==> config.mk <==
export PLATFORM = sky130hd
export DESIGN_NAME = mem_arbiter
export DESIGN_NICKNAME = d
export VERILOG_FILES = /design/src/rtl/mem_pkg.sv /design/src/rtl/mem_arbiter.sv
export SDC_FILE = /design/constraint.sdc
export NUM_CORES = 1
export LEC_CHECK = 0
export ABC_CLOCK_PERIOD_IN_PS = 2000
export CAP_MARGIN = 20
export CORE_ASPECT_RATIO = 2
export CORE_MARGIN = 10
export CORE_UTILIZATION = 43
export DETAILED_ROUTE_END_ITERATION = 12
export GPL_TIMING_DRIVEN = 1
export PLACE_DENSITY = 0.89
export SYNTH_ARGS = -nofsm -noshare
export SYNTH_HDL_FRONTEND = slang
export SYNTH_SLANG_ARGS = --single-unit
==> constraint.sdc <==
create_clock -name clk -period 2 [get_ports clk]
set_input_delay 0.2 -clock clk [delete_from_list [all_inputs] [get_ports clk]]
set_output_delay 0.2 -clock clk [all_outputs]
set_load 0.01 [all_outputs]
==> src/rtl/mem_pkg.sv <==
// Shared definitions for the two-master memory arbiter: FSM encoding,
// timeout default and the round-robin grant helper.
package mem_pkg;

    typedef enum logic [1:0] {
        ST_IDLE = 2'd0,
        ST_BUSY = 2'd1,
        ST_RESP = 2'd2
    } arb_state_e;

    localparam int unsigned DEFAULT_TIMEOUT = 32'd255;
    localparam int unsigned WAIT_W          = 32'd16;

    // Returns 1 when master 1 should be granted; a tie goes to the master that did not win last time.
    function automatic logic pick_m1(input logic v0, input logic v1, input logic last_owner);
        logic sel;
        if (v0 && v1) begin
            sel = ~last_owner;
        end else if (v1) begin
            sel = 1'b1;
        end else begin
            sel = 1'b0;
        end
        return sel;
    endfunction

endpackage

==> src/rtl/mem_arbiter.sv <==
// Two-master round-robin arbiter onto one picorv32-style memory port,
// with a slave-wait timeout that completes the access with zero data and a sticky error.
module mem_arbiter
    import mem_pkg::*;
#(
    parameter int unsigned TIMEOUT = DEFAULT_TIMEOUT
) (
    input  logic        clk,
    input  logic        reset,

    input  logic        m0_mem_valid,
    input  logic        m0_mem_instr,
    input  logic [31:0] m0_mem_addr,
    input  logic [31:0] m0_mem_wdata,
    input  logic [3:0]  m0_mem_wstrb,
    output logic        m0_mem_ready,
    output logic [31:0] m0_mem_rdata,

    input  logic        m1_mem_valid,
    input  logic        m1_mem_instr,
    input  logic [31:0] m1_mem_addr,
    input  logic [31:0] m1_mem_wdata,
    input  logic [3:0]  m1_mem_wstrb,
    output logic        m1_mem_ready,
    output logic [31:0] m1_mem_rdata,

    output logic        mem_valid,
    output logic        mem_instr,
    output logic [31:0] mem_addr,
    output logic [31:0] mem_wdata,
    output logic [3:0]  mem_wstrb,
    input  logic        mem_ready,
    input  logic [31:0] mem_rdata,

    output logic        bus_error,
    output logic        grant_owner
);

    // Abort fires on the wait cycle whose increment would reach TIMEOUT.
    localparam logic [WAIT_W-1:0] WAIT_LAST = 16'(TIMEOUT - 32'd1);

    arb_state_e        state_q,     state_d;
    logic              owner_q,     owner_d;
    logic              mem_valid_q, mem_valid_d;
    logic              mem_instr_q, mem_instr_d;
    logic [31:0]       mem_addr_q,  mem_addr_d;
    logic [31:0]       mem_wdata_q, mem_wdata_d;
    logic [3:0]        mem_wstrb_q, mem_wstrb_d;
    logic              m0_ready_q,  m0_ready_d;
    logic [31:0]       m0_rdata_q,  m0_rdata_d;
    logic              m1_ready_q,  m1_ready_d;
    logic [31:0]       m1_rdata_q,  m1_rdata_d;
    logic [WAIT_W-1:0] wait_q,      wait_d;
    logic              bus_error_q, bus_error_d;
    logic              grant_m1_s;
    logic              any_req_s;

    assign any_req_s  = m0_mem_valid | m1_mem_valid;
    assign grant_m1_s = pick_m1(m0_mem_valid, m1_mem_valid, owner_q);

    // Next-state and registered-output computation for the arbiter FSM.
    always_comb begin
        state_d     = state_q;
        owner_d     = owner_q;
        mem_valid_d = mem_valid_q;
        mem_instr_d = mem_instr_q;
        mem_addr_d  = mem_addr_q;
        mem_wdata_d = mem_wdata_q;
        mem_wstrb_d = mem_wstrb_q;
        m0_ready_d  = 1'b0;
        m1_ready_d  = 1'b0;
        m0_rdata_d  = m0_rdata_q;
        m1_rdata_d  = m1_rdata_q;
        wait_d      = wait_q;
        bus_error_d = bus_error_q;

        case (state_q)
            ST_IDLE: begin
                if (any_req_s) begin
                    owner_d     = grant_m1_s;
                    mem_valid_d = 1'b1;
                    mem_instr_d = grant_m1_s ? m1_mem_instr : m0_mem_instr;
                    mem_addr_d  = grant_m1_s ? m1_mem_addr  : m0_mem_addr;
                    mem_wdata_d = grant_m1_s ? m1_mem_wdata : m0_mem_wdata;
                    mem_wstrb_d = grant_m1_s ? m1_mem_wstrb : m0_mem_wstrb;
                    wait_d      = 16'd0;
                    state_d     = ST_BUSY;
                end else begin
                    state_d     = ST_IDLE;
                end
            end

            ST_BUSY: begin
                if (mem_ready) begin
                    mem_valid_d = 1'b0;
                    state_d     = ST_RESP;
                    if (owner_q) begin
                        m1_ready_d = 1'b1;
                        m1_rdata_d = mem_rdata;
                    end else begin
                        m0_ready_d = 1'b1;
                        m0_rdata_d = mem_rdata;
                    end
                end else if (wait_q == WAIT_LAST) begin
                    mem_valid_d = 1'b0;
                    bus_error_d = 1'b1;
                    wait_d      = wait_q + 16'd1;
                    state_d     = ST_RESP;
                    if (owner_q) begin
                        m1_ready_d = 1'b1;
                        m1_rdata_d = 32'd0;
                    end else begin
                        m0_ready_d = 1'b1;
                        m0_rdata_d = 32'd0;
                    end
                end else begin
                    wait_d      = wait_q + 16'd1;
                end
            end

            // One dead cycle so a master still holding its old valid is not regranted.
            ST_RESP: begin
                state_d = ST_IDLE;
            end

            default: begin
                state_d     = ST_IDLE;
                mem_valid_d = 1'b0;
            end
        endcase
    end

    // State and output registers with synchronous reset.
    always_ff @(posedge clk) begin
        if (reset) begin
            state_q     <= ST_IDLE;
            owner_q     <= 1'b1;
            mem_valid_q <= 1'b0;
            mem_instr_q <= 1'b0;
            mem_addr_q  <= 32'd0;
            mem_wdata_q <= 32'd0;
            mem_wstrb_q <= 4'd0;
            m0_ready_q  <= 1'b0;
            m0_rdata_q  <= 32'd0;
            m1_ready_q  <= 1'b0;
            m1_rdata_q  <= 32'd0;
            wait_q      <= 16'd0;
            bus_error_q <= 1'b0;
        end else begin
            state_q     <= state_d;
            owner_q     <= owner_d;
            mem_valid_q <= mem_valid_d;
            mem_instr_q <= mem_instr_d;
            mem_addr_q  <= mem_addr_d;
            mem_wdata_q <= mem_wdata_d;
            mem_wstrb_q <= mem_wstrb_d;
            m0_ready_q  <= m0_ready_d;
            m0_rdata_q  <= m0_rdata_d;
            m1_ready_q  <= m1_ready_d;
            m1_rdata_q  <= m1_rdata_d;
            wait_q      <= wait_d;
            bus_error_q <= bus_error_d;
        end
    end

    assign mem_valid    = mem_valid_q;
    assign mem_instr    = mem_instr_q;
    assign mem_addr     = mem_addr_q;
    assign mem_wdata    = mem_wdata_q;
    assign mem_wstrb    = mem_wstrb_q;
    assign m0_mem_ready = m0_ready_q;
    assign m0_mem_rdata = m0_rdata_q;
    assign m1_mem_ready = m1_ready_q;
    assign m1_mem_rdata = m1_rdata_q;
    assign bus_error    = bus_error_q;
    assign grant_owner  = owner_q;

endmodule

==> flow_summary.json, run 1 <==
{
  "synth.net_count": 1045,
  "syn_area_per_cell_um2": 8.53,
  "first_pass_grt_wire_length_um": 38800,
  "post_cts_buffers": 0,
  "netSwitchingPower_mw": 2.35,
  "via_count_of_the_first_global_routing_pass": 7464,
  "worst-setup-path-type": "flip-flop to output pin",
  "grt_antenna_before_repair": 1,
  "power.static_leakage_nw": 4.35,
  "worstSetupStartpointType": "flip-flop",
  "yosys-top-cells-area": "sky130_fd_sc_hd__dfxtp_1 42%, sky130_fd_sc_hd__mux2i_1 14%, sky130_fd_sc_hd__o41ai_1 7.6%, sky130_fd_sc_hd__nor2_1 7.1%, sky130_fd_sc_hd__a211oi_1 7.1%",
  "layout_min_cycle_time_ns": 1.87,
  "antenna_violating_nets_post_route": 0,
  "clkTransAtPathRegs_ns": 0.05,
  "flow.area_growth_from_synthesis_pct": 53.7,
  "setup-tns-final_ns": 0,
  "core_region_area_mm2": 0.0168,
  "timing.critical_path.fanout_max": 6,
  "clockRootBuffer": "sky130_fd_sc_hd__clkbuf_16",
  "grt_start_max_net_pins": 97,
  "power_density_mw_per_mm2": 795,
  "clock_tree_from_tritoncts": "done",
  "unrepaired_setup_endpoints_after_global_routing": "false",
  "clock.fmax_mhz": 535,
  "report.final.setup_viol": 0,
  "post_synth_arst_share_pct": 0,
  "internal_power_mw": 6.70,
  "io-pin-count": 313,
  "grtUsageTotal_pct": 20.4,
  "clock_path_buffers": 2,
  "clkLatencyLatePin_ns": 0.42,
  "portion_of_the_post_synthesis_area_used_by_sequential_elements_pct": 42.2,
  "synth_enable_flop_cells": 0,
  "synth_area_leader_cell": "sky130_fd_sc_hd__dfxtp_1",
  "critPathArrivalTime_ns": 1.67,
  "total_clock_sinks": 156,
  "total_length_of_routed_wires_um": 24600,
  "fillerInstances": 1300,
  "yosysTopAreaCellShare_pct": 42.2,
  "port_buffers": 312,
  "multi_input_area_mm2": 0.00370,
  "post_drt_via_cell_ratio": 5.39,
  "drive_gt1_share_pct": 5.47,
  "place_hpwl_um": 18600,
  "grt_remaining_overflow": 0,
  "initial_utilization_pct": 44.0,
  "post_route_utilization_pct": 67.6,
  "vias": 7326,
  "netlist-cell-type-count": 42,
  "post_cts_resized": 0,
  "final_routed_drc_violation_total": 0,
  "ys.warnings.count": 0,
  "yosysMostFrequentCell": "sky130_fd_sc_hd__dfxtp_1",
  "worst-endpoint-required_ns": 1.80,
  "min_path_type": "input pin to flip-flop",
  "relSlewSlack_pct": 66.8,
  "chipHeight_um": 206,
  "part_of_the_power_in_registers_pct": 38.8,
  "layout.area.seq_mm2": 0.00312,
  "drt_pre_antenna_iters": 5,
  "worst-slew-pin-transition_ns": 0.499,
  "fin_skew_ns": 0.00913,
  "final_net_count": 1319,
  "initialDrtViolationCount": 313,
  "area_of_all_placed_cells_without_fillers_mm2": 0.0114,
  "die_x_um": 113,
  "synth_ff_type": "sky130_fd_sc_hd__dfxtp_1",
  "post_dp_cell_area_mm2": 0.0108,
  "cts-hold-fix-buffers": 0,
  "cp-end-kind": "output pin",
  "timing_max_transition_violations_final": 0,
  "final_hold_vios": 0,
  "detailed_route_wire_length_per_cell_um": 18.1,
  "postSynthCellCount": 868,
  "floorplan.die_area_mm2": 0.0232,
  "clock_power_share_pct": 38.6,
  "h-tree-depth": 4,
  "outcome": "finished, final reports clean",
  "syn_area_mm2": 0.00741,
  "vdd_ir_drop_max_uv": 518,
  "drv.max_cap_violation_count": 0,
  "synth.top_cells.by_count": "156 x sky130_fd_sc_hd__dfxtp_1, 141 x sky130_fd_sc_hd__nor2_1, 101 x sky130_fd_sc_hd__mux2i_1",
  "tritoncts.num_buffers": 17,
  "gp_routability_congestion": 0.813,
  "comb_power_share_pct": 22.6,
  "netSwitchingFraction_pct": 26.0,
  "postSynthRegisterBits": 156,
  "min_period_over_period_pct": 93.5,
  "core.rowCount": 67,
  "whs_ns": 0.186
}
==> area by class of cell <==
cell class	count	area share [%]
timing repair buffer	338	30.2
clock inverter	8	1.48
tap	207	2.27
antenna	1	0.0220
clock buffer	20	3.92
sequential	156	27.4
multi-input combinational	563	32.5
inverter	66	2.18
==> stage by stage <==
step,instances,worst slack (ns),power [mW]
after detailed placement,1330,0.108,5.64
final,1359,0.131,9.05
after global routing,1359,0.0543,9.42
after floorplan,868,0.380,4.49
after CTS,1358,0.0956,9.11
after global placement,1330,0.143,5.58
==> registers in the layout, indices dropped and copies added (netlist names) <==
| signal | flops |
|---|---|
| mem_wdata | 32 |
| mem_addr | 32 |
| mem_instr | 1 |
| m1_mem_ready | 1 |
| wait_q | 16 |
| mem_wstrb | 4 |
| m1_mem_rdata | 32 |
| bus_error | 1 |
| state_q | 2 |
| mem_valid | 1 |
| m0_mem_ready | 1 |
| grant_owner | 1 |
| m0_mem_rdata | 32 |
==> cell families after synthesis <==
kind of cell,count (synthesis),synth area share (%)
AND/OR/NAND/NOR,264,16.3
AO/OA/AOI/OAI,192,19.0
flip-flops,156,42.2
buffers and inverters,149,8.11
multiplexers,101,13.6
XOR/XNOR,4,0.473
adder cells (fa/ha/maj),2,0.338
==> placed cells by master (no fill, tap or decap), types with 3 or more instances in the layout <==
cell type	n
sky130_fd_sc_hd__clkdlybuf4s50_1	310
sky130_fd_sc_hd__dfxtp_1	156
sky130_fd_sc_hd__nor2_1	141
sky130_fd_sc_hd__mux2i_1	101
sky130_fd_sc_hd__a211oi_1	70
sky130_fd_sc_hd__inv_1	66
sky130_fd_sc_hd__o41ai_1	64
sky130_fd_sc_hd__a21oi_1	46
sky130_fd_sc_hd__nand2_1	44
sky130_fd_sc_hd__nor3_1	33
sky130_fd_sc_hd__clkbuf_16	17
sky130_fd_sc_hd__buf_4	17
sky130_fd_sc_hd__buf_12	10
sky130_fd_sc_hd__o31ai_1	9
sky130_fd_sc_hd__or4_1	9
sky130_fd_sc_hd__bufinv_16	5
sky130_fd_sc_hd__nand3_1	4
sky130_fd_sc_hd__or3_1	3
sky130_fd_sc_hd__and4_1	3
sky130_fd_sc_hd__or2b_1	3
sky130_fd_sc_hd__nand4_1	3
==> power by group through the flow <==
stage               logic [mW]  registers [mW]  clock network, mW
finish                    2.05            3.52               3.49
global route              2.22            3.55               3.65
CTS                       2.07            3.52               3.53
detailed placement        2.05            3.58                  0
global placement          2.01            3.57                  0
floorplan                0.807            3.68                  0
==> final timing paths <==
kind | from | to | slack [ns] | cells after the start
min | mem_ready | state_q[1]$_SDFFE_PP0P_ | 0.19 | 3
max | grant_owner$_SDFFE_PP1P_ | grant_owner | 0.13 | 2
min reg2reg | m0_mem_rdata[12]$_SDFFE_PP0P_ | m0_mem_rdata[12]$_SDFFE_PP0P_ | 0.49 | 2
max reg2reg | wait_q[0]$_SDFFE_PP0P_ | wait_q[12]$_SDFFE_PP0P_ | 0.18 | 5
==> routing by layer <==
layer,vias up,share of wire [%],GRT usage [%],routed length (µm)
met4,0,3.2,9.20,777
met3,39,7.1,5.98,1740
li1,3647,-,-,-
met5,-,0,0,0
met2,263,54,37.0,13300
met1,3377,36,20.8,8760
==> critical path, cell delays in order (launching register included) <==
cell and delay (ns):
sky130_fd_sc_hd__dfxtp_1 0.48, sky130_fd_sc_hd__buf_4 0.17, sky130_fd_sc_hd__clkdlybuf4s50_1 0.60
No activity file was read; power rests on OpenSTA's default activity.
==> run 2, diff against run 1 <==
- CAP_MARGIN: 20 -> unset
==> results of run 2 <==
The final DEF is identical to that of run 1; final timing and power are the same.
==> run 3, diff against run 2 <==
- CORE_MARGIN: 10 -> 2
==> flow_summary.json, run 3 (synthesis gave the netlist of run 1 again) <==
{
  "outcome": "finished, final reports clean",
  "chipHeight_um": 190,
  "io-pin-count": 313,
  "setup_slack_ns": 0.141,
  "netSwitchingFraction_pct": 26.7,
  "met2RoutedLength_um": 12500,
  "part_of_the_power_in_registers_pct": 39.9,
  "clock_path_buffers": 2,
  "core_region_area_mm2": 0.0168,
  "worst-r2r-cell-count": 5,
  "fin_skew_ns": 0.00955,
  "final_hold_vios": 0,
  "h-tree-depth": 4,
  "total_length_of_routed_wires_um": 22300,
  "vdd_ir_drop_max_uv": 506,
  "grt_start_max_net_pins": 97,
  "unrepaired_setup_endpoints_after_global_routing": "false",
  "cp-end-kind": "flip-flop",
  "clkTransAtPathRegs_ns": 0.06,
  "place_hpwl_um": 16400,
  "gp_routability_congestion": 0.867,
  "grt_remaining_overflow": 0,
  "relSlewSlack_pct": 64.9,
  "final_routed_drc_violation_total": 0,
  "timing.critical_path.fanout_max": 64,
  "total_clock_sinks": 156,
  "layout_min_cycle_time_ns": 1.86,
  "antenna_violating_nets_post_route": 0,
  "flow.area_growth_from_synthesis_pct": 53.7,
  "min_path_type": "input pin to flip-flop",
  "drv.max_cap_violation_count": 0,
  "netSwitchingPower_mw": 2.35,
  "worst-slew-pin-transition_ns": 0.527,
  "clock.fmax_mhz": 538,
  "die_x_um": 96.8,
  "drt_pre_antenna_iters": 4,
  "tritoncts.num_buffers": 17,
  "post_cts_buffers": 0,
  "clock_tree_from_tritoncts": "done",
  "whs_ns": 0.172,
  "antennaDiodeCount": 0,
  "core.rowCount": 67,
  "most_common_cell_after_layout_fill_and_taps_aside": "sky130_fd_sc_hd__clkdlybuf4s50_1",
  "timing_max_transition_violations_final": 0,
  "worstHoldPathCells": 4,
  "critPathArrivalTime_ns": 2.15,
  "initialDrtViolationCount": 208,
  "initial_utilization_pct": 44.0,
  "worstSetupStartpointType": "flip-flop",
  "top_layer": "met4",
  "worst-setup-path-type": "flip-flop to flip-flop",
  "report.final.setup_viol": 0,
  "vias": 7434,
  "internal_power_mw": 6.47,
  "first_pass_grt_wire_length_um": 36000,
  "power.static_leakage_nw": 4.34,
  "setup-tns-final_ns": 0,
  "clkLatencyLatePin_ns": 0.42,
  "preCtsSetupSlack_ns": 0.0490,
  "power_density_mw_per_mm2": 775,
  "final_net_count": 1320,
  "min_period_over_period_pct": 92.9,
  "worst-endpoint-required_ns": 2.29,
  "most_used_cells_in_the_layout_excluding_fill_and_tap_cells": "310 x sky130_fd_sc_hd__clkdlybuf4s50_1, 156 x sky130_fd_sc_hd__dfxtp_1, 141 x sky130_fd_sc_hd__nor2_1",
  "post_drt_via_cell_ratio": 5.46,
  "cts-hold-fix-buffers": 0,
  "port_buffers": 312,
  "post_route_met1_wirelength_um": 7680,
  "floorplan.die_area_mm2": 0.0184,
  "drive_gt1_share_pct": 5.89,
  "via_count_of_the_first_global_routing_pass": 7414,
  "grtUsageTotal_pct": 24.0,
  "clockRootBuffer": "sky130_fd_sc_hd__clkbuf_16",
  "grt_antenna_before_repair": 0,
  "detailed_route_wire_length_per_cell_um": 16.4,
  "route.met3.wl_um": 1420,
  "comb_power_share_pct": 23.1,
  "clock_power_share_pct": 37.0
}
-- run 3: power groups by stage --
stage          logic [mW]  registers [mW]  clock network [mW]
4_1_cts              2.05            3.52                3.32
6_report             2.04            3.52                3.27
3_3_place_gp         2.00            3.58                   0
5_1_grt              2.21            3.55                3.46
2_1_floorplan       0.807            3.68                   0
3_5_place_dp         2.04            3.59                   0
-- run 3: area by class of cell --
class                   count  area, µm²
inverters                  66        248
repair buffers            339       3460
clock buffers              20        447
fillers                  1280       5460
clock inverters            11        145
well taps                 207        259
multi-input cells         563       3700
flip-flops and latches    156       3120
-- run 3: path summary, 6_finish.rpt --
path | from | to | slack, ns
worst max-delay path | wait_q[2]$_SDFFE_PP0P_ | m0_mem_rdata[18]$_SDFFE_PP0P_ | 0.14
worst max register to register | wait_q[2]$_SDFFE_PP0P_ | m0_mem_rdata[18]$_SDFFE_PP0P_ | 0.14
worst min-delay path | mem_ready | wait_q[0]$_SDFFE_PP0P_ | 0.17
worst min register to register | m0_mem_rdata[27]$_SDFFE_PP0P_ | m0_mem_rdata[27]$_SDFFE_PP0P_ | 0.49
-- run 3: critical path: stages (launching register included) --
cell	delay [ns]
sky130_fd_sc_hd__dfxtp_1	0.40
sky130_fd_sc_hd__and4_1	0.41
sky130_fd_sc_hd__nand2_1	0.23
sky130_fd_sc_hd__nor3_4	0.24
sky130_fd_sc_hd__buf_12	0.30
sky130_fd_sc_hd__o41ai_1	0.11
-- run 3: stage by stage --
| step | instance area, µm² | util (%) | cells | power (mW) |
|---|---|---|---|---|
| after floorplan | 7410 | - | 868 | 4.49 |
| after global placement | 10800 | 64.0 | 1331 | 5.57 |
| after detailed placement | 10800 | 64.0 | 1331 | 5.63 |
| after CTS | 11400 | 67.6 | 1362 | 8.90 |
| after global routing | 11400 | 67.6 | 1362 | 9.22 |
| final | 11400 | 67.6 | 1362 | 8.83 |
-- run 3: timing repair --
action | in CTS | in global routing
endpoints found under the setup margin | 0 | 2
gates resized for setup | 0 | 1
endpoints found under the hold margin | 0 | 0
-- run 3: routing by layer --
layer	vias to the layer above	track usage (%)
li1	3655	-
met1	3432	23.6
met2	300	46.7
met3	47	5.51
met4	0	10.5
met5	-	0
